<file path="src/rtl/load_unit_if.sv">
// Request, response and data-memory signals of the load engine.
// The master side is the requester together with the memory model behind it.
interface load_unit_if;
  logic        start;
  logic [2:0]  LoadTYPE;
  logic [63:0] Address;
  logic [63:0] mem_addr;
  logic        mem_read;
  logic [63:0] mem_data_in;
  logic        busy;
  logic        done;
  logic        error;
  logic [63:0] LoadResult;
  logic [63:0] RawWord;

  modport master (
    output start, LoadTYPE, Address, mem_data_in,
    input  mem_addr, mem_read, busy, done, error, LoadResult, RawWord
  );

  modport slave (
    input  start, LoadTYPE, Address, mem_data_in,
    output mem_addr, mem_read, busy, done, error, LoadResult, RawWord
  );
endinterface

</file>
<file path="src/rtl/load_unit.sv">
// Multicycle load engine: one read strobe, fixed memory latency, then
// sign/zero extension of the low-order field of the returned doubleword.
module load_unit #(
  parameter int unsigned MEM_LATENCY = 2
) (
  input  logic      clk,
  input  logic      reset,
  load_unit_if.slave bus
);
  localparam int unsigned XLEN  = 64;
  localparam int unsigned CNT_W = 4;

  typedef enum logic [1:0] {S_IDLE, S_REQ, S_WAIT, S_DONE} state_t;

  state_t            r_state;
  logic [CNT_W-1:0]  r_cnt;
  logic [2:0]        r_type;
  logic [XLEN-1:0]   r_mem_addr;
  logic [XLEN-1:0]   r_load_result;
  logic [XLEN-1:0]   r_raw_word;
  logic              r_mem_read;
  logic              r_busy;
  logic              r_done;
  logic              r_error;
  logic [XLEN-1:0]   w_ext;
  logic [XLEN-1:0]   w_d;

  assign w_d = bus.mem_data_in;

  // Extend the low-order field; the address offset never selects the field.
  always_comb begin
    w_ext = '0;
    case (r_type)
      3'd1:    w_ext = w_d;
      3'd2:    w_ext = {{32{w_d[31]}}, w_d[31:0]};
      3'd3:    w_ext = {{48{w_d[15]}}, w_d[15:0]};
      3'd4:    w_ext = {{56{w_d[7]}},  w_d[7:0]};
      3'd5:    w_ext = {56'd0, w_d[7:0]};
      3'd6:    w_ext = {48'd0, w_d[15:0]};
      3'd7:    w_ext = {32'd0, w_d[31:0]};
      default: w_ext = '0;
    endcase
  end

  // Request FSM with registered outputs; done/error/mem_read are one-cycle pulses.
  always_ff @(posedge clk) begin
    if (reset) begin
      r_state       <= S_IDLE;
      r_cnt         <= '0;
      r_type        <= '0;
      r_mem_addr    <= '0;
      r_load_result <= '0;
      r_raw_word    <= '0;
      r_mem_read    <= 1'b0;
      r_busy        <= 1'b0;
      r_done        <= 1'b0;
      r_error       <= 1'b0;
    end else begin
      r_mem_read <= 1'b0;
      r_done     <= 1'b0;
      r_error    <= 1'b0;
      case (r_state)
        S_IDLE: begin
          if (bus.start) begin
            r_mem_addr <= bus.Address;
            r_type     <= bus.LoadTYPE;
            if (bus.LoadTYPE == 3'd0) begin
              // Illegal type completes at once without touching memory.
              r_load_result <= '0;
              r_done        <= 1'b1;
              r_error       <= 1'b1;
              r_state       <= S_DONE;
            end else begin
              r_mem_read <= 1'b1;
              r_busy     <= 1'b1;
              r_state    <= S_REQ;
            end
          end
        end
        S_REQ: begin
          r_cnt   <= CNT_W'(MEM_LATENCY - 1);
          r_state <= S_WAIT;
        end
        S_WAIT: begin
          if (r_cnt == '0) begin
            r_raw_word    <= w_d;
            r_load_result <= w_ext;
            r_busy        <= 1'b0;
            r_done        <= 1'b1;
            r_state       <= S_DONE;
          end else begin
            r_cnt <= r_cnt - CNT_W'(1);
          end
        end
        S_DONE: begin
          r_state <= S_IDLE;
        end
        default: begin
          r_state <= S_IDLE;
        end
      endcase
    end
  end

  assign bus.mem_addr   = r_mem_addr;
  assign bus.mem_read   = r_mem_read;
  assign bus.busy       = r_busy;
  assign bus.done       = r_done;
  assign bus.error      = r_error;
  assign bus.LoadResult = r_load_result;
  assign bus.RawWord    = r_raw_word;

endmodule

</file>
<file path="src/flat_wrapper.sv">
// flat-port wrapper written by rule: the top's interface ports become plain ports
module load_unit_flat 
#(
  parameter int unsigned MEM_LATENCY = 2
)
  (clk, reset, bus_start, bus_LoadTYPE, bus_Address, bus_mem_data_in, bus_mem_addr, bus_mem_read, bus_busy, bus_done, bus_error, bus_LoadResult, bus_RawWord);
  load_unit_if bus_i ();
  input  logic clk;
  input  logic reset;
  input wire logic [$bits(bus_i.start)-1:0] bus_start;
  input wire logic [$bits(bus_i.LoadTYPE)-1:0] bus_LoadTYPE;
  input wire logic [$bits(bus_i.Address)-1:0] bus_Address;
  input wire logic [$bits(bus_i.mem_data_in)-1:0] bus_mem_data_in;
  output wire logic [$bits(bus_i.mem_addr)-1:0] bus_mem_addr;
  output wire logic [$bits(bus_i.mem_read)-1:0] bus_mem_read;
  output wire logic [$bits(bus_i.busy)-1:0] bus_busy;
  output wire logic [$bits(bus_i.done)-1:0] bus_done;
  output wire logic [$bits(bus_i.error)-1:0] bus_error;
  output wire logic [$bits(bus_i.LoadResult)-1:0] bus_LoadResult;
  output wire logic [$bits(bus_i.RawWord)-1:0] bus_RawWord;
  assign bus_i.start = bus_start;
  assign bus_i.LoadTYPE = bus_LoadTYPE;
  assign bus_i.Address = bus_Address;
  assign bus_i.mem_data_in = bus_mem_data_in;
  assign bus_mem_addr = bus_i.mem_addr;
  assign bus_mem_read = bus_i.mem_read;
  assign bus_busy = bus_i.busy;
  assign bus_done = bus_i.done;
  assign bus_error = bus_i.error;
  assign bus_LoadResult = bus_i.LoadResult;
  assign bus_RawWord = bus_i.RawWord;
  load_unit #(.MEM_LATENCY(MEM_LATENCY)) u_core (.clk(clk), .reset(reset), .bus(bus_i));
endmodule
</file>
<file path="config.mk">
export PLATFORM = sky130hd
export DESIGN_NAME = load_unit_flat
export DESIGN_NICKNAME = d
export VERILOG_FILES = /design/src/rtl/load_unit_if.sv /design/src/rtl/load_unit.sv /design/src/flat_wrapper.sv
export SDC_FILE = /design/constraint.sdc
export NUM_CORES = 1
export LEC_CHECK = 0
export CORE_MARGIN = 2
export CORE_UTILIZATION = 42
export CTS_CLUSTER_DIAMETER = 30
export DETAILED_ROUTE_END_ITERATION = 10
export GPL_TIMING_DRIVEN = 0
export PLACE_DENSITY = 0.88
export SYNTH_ARGS = -nofsm -noshare
export SYNTH_HDL_FRONTEND = slang
export SYNTH_SLANG_ARGS = --single-unit
</file>
<file path="constraint.sdc">
create_clock -name clk -period 2.72 [get_ports clk]
set_input_delay 0.544 -clock clk [delete_from_list [all_inputs] [get_ports clk]]
set_output_delay 0.544 -clock clk [all_outputs]
set_load 0.01 [all_outputs]
</file>
==> results of run 1 <==
[worst max-delay path, cell delays in order, from the launching register on]
cell and delay (ns):
dfxtp_1 0.32, inv_1 0.10, ha_1 0.32, or4b_1 0.49, a221o_1 0.34, buf_6 0.15
nor2b_4 0.13, buf_6 0.17, buf_6 0.15, o2bb2ai_1 0.13
[routing by layer]
metal	share of wire (%)	global-route usage (%)	routed length, um
met5	0	0	0
met4	4.2	12.6	1090
met3	8.2	8.35	2130
met2	49	45.5	12800
met1	38	28.4	10000
[state kept, by name, indices dropped and copies added, names as in the netlist]
signal / flops
u_core.bus.error: 1
u_core.bus.mem_addr: 64
u_core.r_cnt: 4
u_core.bus.busy: 1
u_core.bus.mem_read: 1
u_core.r_state: 2
u_core.bus.RawWord: 64
u_core.bus.done: 1
u_core.bus.LoadResult: 64
u_core.r_type: 3
[power by group through the flow]
stage | Combinational [mW] | Clock, mW | Sequential [mW]
floorplan | 1.57 | 0 | 3.93
global placement | 3.29 | 0 | 3.73
detailed placement | 3.37 | 0 | 3.75
CTS | 3.40 | 5.14 | 3.71
global route | 3.70 | 5.29 | 3.76
finish | 3.41 | 5.08 | 3.71
[final timing paths]
kind	startpoint	to	slack, ns	cells past startpoint
worst max-delay path	u_core.r_state[1]$_SDFFE_PP0P_	u_core.bus.LoadResult[33]$_SDFFE_PP0P_	0.29	9
worst min-delay path	reset	u_core.bus.error$_SDFF_PP0_	0.41	2
worst min register to register	u_core.bus.mem_addr[52]$_SDFFE_PP0P_	u_core.bus.mem_addr[52]$_SDFFE_PP0P_	0.45	2
worst max register to register	u_core.r_state[1]$_SDFFE_PP0P_	u_core.bus.LoadResult[33]$_SDFFE_PP0P_	0.29	9
[through the flow]
step                utilization (%)  TNS, ns
floorplan                         -        0
global placement               62.6    -5.89
detailed placement             62.6    -6.87
CTS                            70.5        0
global route                   70.6        0
finish                         70.6        0
[Yosys cell counts, types with 2 or more instances]
master / count / share of area [%]
a211oi_1: 2 / 0.20
a21oi_1: 185 / 12
a22o_1: 8 / 0.92
a22oi_1: 8 / 0.79
buf_1: 4 / 0.20
buf_2: 3 / 0.20
buf_6: 9 / 1.3
clkbuf_1: 54 / 2.7
dfxtp_1: 205 / 54
ha_1: 5 / 0.82
inv_1: 13 / 0.64
mux2i_1: 2 / 0.26
nand2_1: 267 / 13
nand3_1: 3 / 0.20
nand4b_1: 2 / 0.23
nand4bb_1: 2 / 0.30
nor2_1: 11 / 0.54
nor2b_1: 3 / 0.25
nor3_1: 8 / 0.53
o21ai_0: 10 / 0.66
o2bb2ai_1: 28 / 3.2
o2bb2ai_2: 20 / 4.0
[final cells by class]
cell class	instances	area share, %
Tap cell	229	2.28
Timing Repair Buffer	328	26.1
Multi-Input combinational cell	585	24.7
Clock buffer	55	9.04
Inverter	13	0.388
Clock inverter	18	2.24
Sequential cell	205	32.6
Buffer	71	2.72
[cell families after synthesis]
group	share of synthesized area, %
DFF	54.1
adders and majority gates	0.824
AOI/OAI and AO/OA	22.8
buffers and inverters	5.14
and+or+nand+nor	16.8
muxes	0.264
xor gates and xnor gates	0.115
[timing repair]
| action | in CTS | in global routing |
|---|---|---|
| hold buffers | 0 | 0 |
| endpoints found under the setup margin | 0 | 60 |
| gates resized for setup | 0 | 3 |
==> results.toml, run 1 <==
[run_status]
outcome = "finished, final reports clean"

[grt]
grt_first_pass_wirelength_um = 40600
antenna_found_initial = 0
grt_overflow = 0
grt_use_total_pct = 25.9
grt_max_degree = 12
grt_pass1_vias = 7970

[yosys]
synthArstFlopShare_pct = 0
synth_cell_types = 44
synth_edf_count = 0
yosys_warnings = 0
netlist_area_sq_um = 7590
ys_ff_latch = 205
avgSynthCellArea_sq_um = 8.69
syn_nets = 1013
synth_ff_type = "dfxtp_1"
seq_area_frac_synth_pct = 54.1
synthCells = 874

[route]
drt_wl_total_um = 26000
wl_per_cell_um = 17.3
drt_iter0_markers = 305
dr.pass1.iters = 4
vias_per_cell = 5.18
drtAntennaViolNets = 0
vias = 7788
drc = 0

[clock_tree]
cts_setup_buffers = 0
cts_buffer_depth = 3
path_clk_slew_ns = 0.04
h-tree-depth = 2
clkLatencyLatePin_ns = 0.51
cts_tree = "yes"
cts_made_buffers = 41
numClockSinks = 205
root_buffer = "clkbuf_16"

[finish]
nets = 1384
diodes = 0
final_common_cell = "clkdlybuf4s50_1"
multi_input_area_sq_um = 3100
final_cell_mix = "clkdlybuf4s50_1 (328), nand2_1 (267), dfxtp_1 (205), a21oi_1 (185), clkbuf_1 (61)"
fillers = 1280
drive_above_1_share_pct = 8.39
regArea_sq_um = 4100
finalNonFillerCells = 1504
final_cell_area_sq_um = 12600
area_growth_pct = 65.8

[power_and_ir_drop]
combPwrFrac_pct = 27.9
power.share.sequential_pct = 30.4
pwr-share-clk_pct = 41.6
power.internal_mw = 8.45
power.ir.vdd_worst_mv = 0.626
power_mw = 12.2
p_switching_mw = 3.75
switching_share_pct = 30.7
leakagePower_nw = 4.49
p_per_area_nw_per_um2 = 969

[job]
cap_violations = 0

[placement]
io_buffers = 328
placed_area_sq_um = 11200
gp_congestion = 0.852
pre_cts_slack_ns = -0.193
place_hpwl_um = 18900
placed_cells = 1431

[sta]
finalHoldViolations = 0
rsz0062_at_grt = "false"
skew_ns = 0.0139
fmax_mhz = 412
hold_ws_ns = 0.407
maxSlewHeadroom_pct = 36.8
drv_slew = 0
setup_viol_count_final = 0
fin_crit_sh_pct = 89.3
worst_slack_ns = 0.291
worst_slew_pin_slew_ns = 0.945
layout_min_cycle_time_ns = 2.43

[setup_path]
endpoint_kind = "flop"
setup.worst_path.start_class = "flop"
arrival_ns = 2.79
crit_type = "reg -> reg"
path_max_fanout = 10
required_ns = 3.08

[die]
die_w_um = 138
core_sq_um = 17800
start_util_pct = 42.6
fp.dieH_um = 138
ios = 330
dieArea_sq_um = 19200
rows = 49

[min_path]
hold_path_class = "in -> reg"
(Power assumes the default switching activity.)
==> run 2, diff against run 1 <==
- CORE_ASPECT_RATIO: unset -> 1.75
- CORE_MARGIN: 2 -> unset
==> results.toml, run 2 (synthesis results as in run 1) <==
[route]
vias = 7726
drtAntennaViolNets = 0
vias_per_cell = 5.19
dr.pass1.iters = 5
drt_wl_total_um = 26000
wl_per_cell_um = 17.5
drt_iter0_markers = 248
drc = 0

[grt]
grt_max_degree = 15
grt_first_pass_wirelength_um = 41000
grt_overflow = 0
antenna_found_initial = 0
grt_pass1_vias = 8041
grt_use_total_pct = 27.5

[die]
dieArea_sq_um = 18600
core_sq_um = 17600
start_util_pct = 43.1
rows = 64
fp.dieH_um = 180
ios = 330
die_w_um = 104

[setup_path]
arrival_ns = 2.87
required_ns = 3.18
crit_path_top_delay_cell = "nor3b_1"
max_stage_delay_ns = 0.96
endpoint_kind = "flop"
crit_type = "reg -> reg"
crit_chain = "clkbuf_1 > nor3b_1 > clkbuf_1 > a21oi_1 > o2bb2ai_2"
cp_num_buf_inv = 2
crit_top_cell = "clkbuf_1"
path_delay_family = "simple AND/OR/NAND/NOR gates"
setup.worst_path.start_class = "flop"
path_max_fanout = 10

[clock_tree]
path_clk_slew_ns = 0.06
cts_setup_buffers = 0
h-tree-depth = 1
clkLatencyLatePin_ns = 0.54
cts_tree = "yes"
cts_buffer_depth = 3
numClockSinks = 205
cts_made_buffers = 30
root_buffer = "clkbuf_16"

[finish]
final_cell_area_sq_um = 12200
fin_util_pct = 69.3
final_common_cell = "clkdlybuf4s50_1"
nets = 1373
diodes = 0
area_growth_pct = 60.8
final_cell_mix = "clkdlybuf4s50_1 (328), nand2_1 (267), dfxtp_1 (205), a21oi_1 (185), clkbuf_1 (54)"
drive_above_1_share_pct = 7.71

[power_and_ir_drop]
leakagePower_nw = 4.30
p_per_area_nw_per_um2 = 902
power.ir.vdd_worst_mv = 0.594

[sta]
fin_tns_setup_ns = 0
drv_slew = 0
finalHoldViolations = 0
layout_min_cycle_time_ns = 2.41
hold_ws_ns = 0.353
maxSlewHeadroom_pct = 23.7
fin_crit_sh_pct = 88.7
fmax_mhz = 415
worst_slack_ns = 0.308
skew_ns = 0.0104
rsz0062_at_grt = "false"
worst_slew_pin_slew_ns = 1.14
setup_viol_count_final = 0

[placement]
gp_congestion = 0.884
place_hpwl_um = 19200
pre_cts_slack_ns = -0.218
placed_area_sq_um = 11200
io_buffers = 328

[run_status]
outcome = "finished, final reports clean"

[job]
cap_violations = 0

[min_path]
hold_path_class = "in -> reg"
==> run 2: final cells by class <==
class	count	area [sq um]
clock buffer	35	821
sequential	205	4100
tap	231	289
inverter	13	48.8
multi-input combinational	585	3100
buffer	71	343
timing repair buffer	328	3280
fill	1307	5410
clock inverter	21	218
==> run 2: repair_timing <==
item / in CTS / in global routing
gates resized for setup: 0 / 3
hold buffers: 0 / 0
setup endpoints to repair: 0 / 21
==> run 2: worst paths after layout <==
kind / from / endpoint / slack (ns) / cells past startpoint
min: reset / u_core.bus.error$_SDFF_PP0_ / 0.35 / 2
max reg2reg: u_core.r_type[0]$_SDFFE_PP0P_ / u_core.bus.LoadResult[49]$_SDFFE_PP0P_ / 0.31 / 5
min reg2reg: u_core.bus.RawWord[40]$_SDFFE_PP0P_ / u_core.bus.RawWord[40]$_SDFFE_PP0P_ / 0.45 / 2
max: u_core.r_type[0]$_SDFFE_PP0P_ / u_core.bus.LoadResult[49]$_SDFFE_PP0P_ / 0.31 / 5
==> run 2: per-stage QoR <==
stage / power [mW] / instances
2_1_floorplan: 5.50 / 874
5_1_grt: 11.6 / 1489
4_1_cts: 11.0 / 1489
3_5_place_dp: 7.11 / 1433
3_3_place_gp: 7.01 / 1433
6_report: 11.0 / 1489
==> run 2: per-layer routing <==
| metal | part of all wire [%] | up-vias | routed length [um] | track usage (%) |
|---|---|---|---|---|
| li1 | - | 3679 | - | - |
| met1 | 35 | 3641 | 9180 | 26.7 |
| met2 | 54 | 314 | 14000 | 53.3 |
| met3 | 5.7 | 92 | 1480 | 5.29 |
| met4 | 5.4 | 0 | 1400 | 15.4 |
| met5 | 0 | - | 0 | 0 |
==> run 2: where the power goes <==
part	switching [mW]	internal, mW	total [mW]
Sequential	0.243	3.46	3.70
Clock	1.51	2.39	3.90
Combinational	1.93	1.48	3.41
Total	3.68	7.33	11.0
==> run 3, diff against run 2 <==
- CORE_UTILIZATION: 42 -> 44
- CTS_BUF_LIST: unset -> sky130_fd_sc_hd__clkbuf_8
- GPL_TIMING_DRIVEN: 0 -> unset
- MAX_ROUTING_LAYER: unset -> met4
- PLACE_DENSITY: 0.88 -> 0.91
==> results.toml, run 3 (synthesis results as in run 1) <==
[placement]
gp_congestion = 0.835
io_buffers = 329
place_hpwl_um = 17400
placed_cells = 1380

[run_status]
outcome = "finished, final reports clean"

[finish]
fillers = 1236
final_cell_mix = "clkdlybuf4s50_1 (328), nand2_1 (266), dfxtp_1 (205), a21oi_1 (185), clkbuf_8 (38)"
finalNonFillerCells = 1436
fin_util_pct = 69.3
final_common_cell = "clkdlybuf4s50_1"
regArea_sq_um = 4100
area_growth_pct = 54.7
diodes = 0
multi_input_area_sq_um = 3130
nets = 1324
drive_above_1_share_pct = 8.52

[sta]
fmax_mhz = 428
skew_ns = 0.00876
drv_slew = 0
finalHoldViolations = 0
worst_slew_pin_slew_ns = 0.742
fin_crit_sh_pct = 85.9
layout_min_cycle_time_ns = 2.34
fin_tns_setup_ns = 0
maxSlewHeadroom_pct = 50.4
setup_viol_count_final = 0
rsz0062_at_grt = "false"

[setup_path]
max_stage_delay_ns = 0.64
endpoint_kind = "flop"
crit_cells = 7
crit_type = "reg -> reg"
crit_chain = "inv_1 > ha_1 > nor2b_1 > a221o_1 > nor2b_4 > buf_12 > o2bb2ai_1"
required_ns = 3.20
path_delay_family = "simple AND/OR/NAND/NOR gates"
setup.worst_path.start_class = "flop"
crit_path_top_delay_cell = "nor2b_4"
r2r_cells = 7
arrival_ns = 2.81
cp_num_buf_inv = 2
path_max_fanout = 22

[power_and_ir_drop]
p_per_area_nw_per_um2 = 820
power.ir.vdd_worst_mv = 0.672
leakagePower_nw = 4.16

[clock_tree]
numClockSinks = 205
root_buffer = "clkbuf_8"
cts_resized = 0
cts_tree = "yes"
path_clk_slew_ns = 0.07
cts_hold_buf = 0
h-tree-depth = 1
cts_made_buffers = 30
clkLatencyLatePin_ns = 0.55
cts_buffer_depth = 3
cts_setup_buffers = 0

[grt]
grtUsageMet3_pct = 4.85
grt-busiest-layer = "met2"
grt_use_total_pct = 27.5
grt_max_degree = 150
grt_first_pass_wirelength_um = 37300
antenna_found_initial = 0
grtUsageMet1_pct = 27.9
gr-usage-met2_pct = 49.3
grt_pass1_vias = 7418
grt_overflow = 0

[route]
drtAntennaViolNets = 0
wl_per_cell_um = 16.9
vias_per_cell = 5.15
drc = 0
drt_wl_total_um = 24200
dr.pass1.iters = 5
vias = 7394
drt_iter0_markers = 335

[min_path]
holdPathStages = 2
hold_path_class = "reg -> reg"

[die]
start_util_pct = 44.8
core_sq_um = 16900
dieArea_sq_um = 17800
fp.dieH_um = 176
ios = 330
die_w_um = 101
rows = 63

[job]
cap_violations = 0
## run 3: layout make-up
class	count	area share (%)
Timing Repair Buffer	350	30.1
Multi-Input combinational cell	585	26.6
Clock buffer	38	4.45
Inverter	13	0.416
Sequential cell	205	34.9
Clock inverter	18	1.00
Tap cell	227	2.42
## run 3: worst reg2reg max path, delay by kind of cell (launching register included)
| family | cells | cell delay [ns] |
|---|---|---|
| flops | 1 | 0.32 |
| buf+inv | 2 | 0.36 |
| fa+ha+maj | 1 | 0.33 |
| simple gates | 2 | 0.94 |
| compound gates | 2 | 0.32 |
## run 3: power by group
| part | internal (mW) | switching, mW |
|---|---|---|
| Sequential | 3.46 | 0.249 |
| Clock | 1.37 | 1.21 |
| Combinational | 1.53 | 1.81 |
## run 3: through the flow
stage / area (sq um) / power, mW / setup WS (ns) / hold slack [ns]
finish: 11700 / 9.63 / 0.384 / 0.452
global placement: 11100 / 6.98 / 0.176 / 0.441
floorplan: 7590 / 5.50 / 0.571 / 0.466
CTS: 11700 / 9.69 / 0.394 / 0.432
global route: 11700 / 10.1 / 0.184 / 0.457
detailed placement: 11100 / 7.11 / 0.106 / 0.445
## run 3: per-layer routing
layer | up-vias | wire length [um]
li1 | 3574 | -
met1 | 3401 | 8620
met2 | 329 | 12900
met3 | 90 | 1470
met4 | 0 | 1210
met5 | - | 0
## run 3: worst paths after layout
path | from | end | slack (ns)
worst max-delay path | u_core.r_state[0]$_SDFFE_PP0P_ | u_core.bus.LoadResult[20]$_SDFFE_PP0P_ | 0.38
worst min register to register | u_core.bus.mem_addr[5]$_SDFFE_PP0P_ | u_core.bus.mem_addr[5]$_SDFFE_PP0P_ | 0.45
worst max register to register | u_core.r_state[0]$_SDFFE_PP0P_ | u_core.bus.LoadResult[20]$_SDFFE_PP0P_ | 0.38
worst min-delay path | u_core.bus.mem_addr[5]$_SDFFE_PP0P_ | u_core.bus.mem_addr[5]$_SDFFE_PP0P_ | 0.45
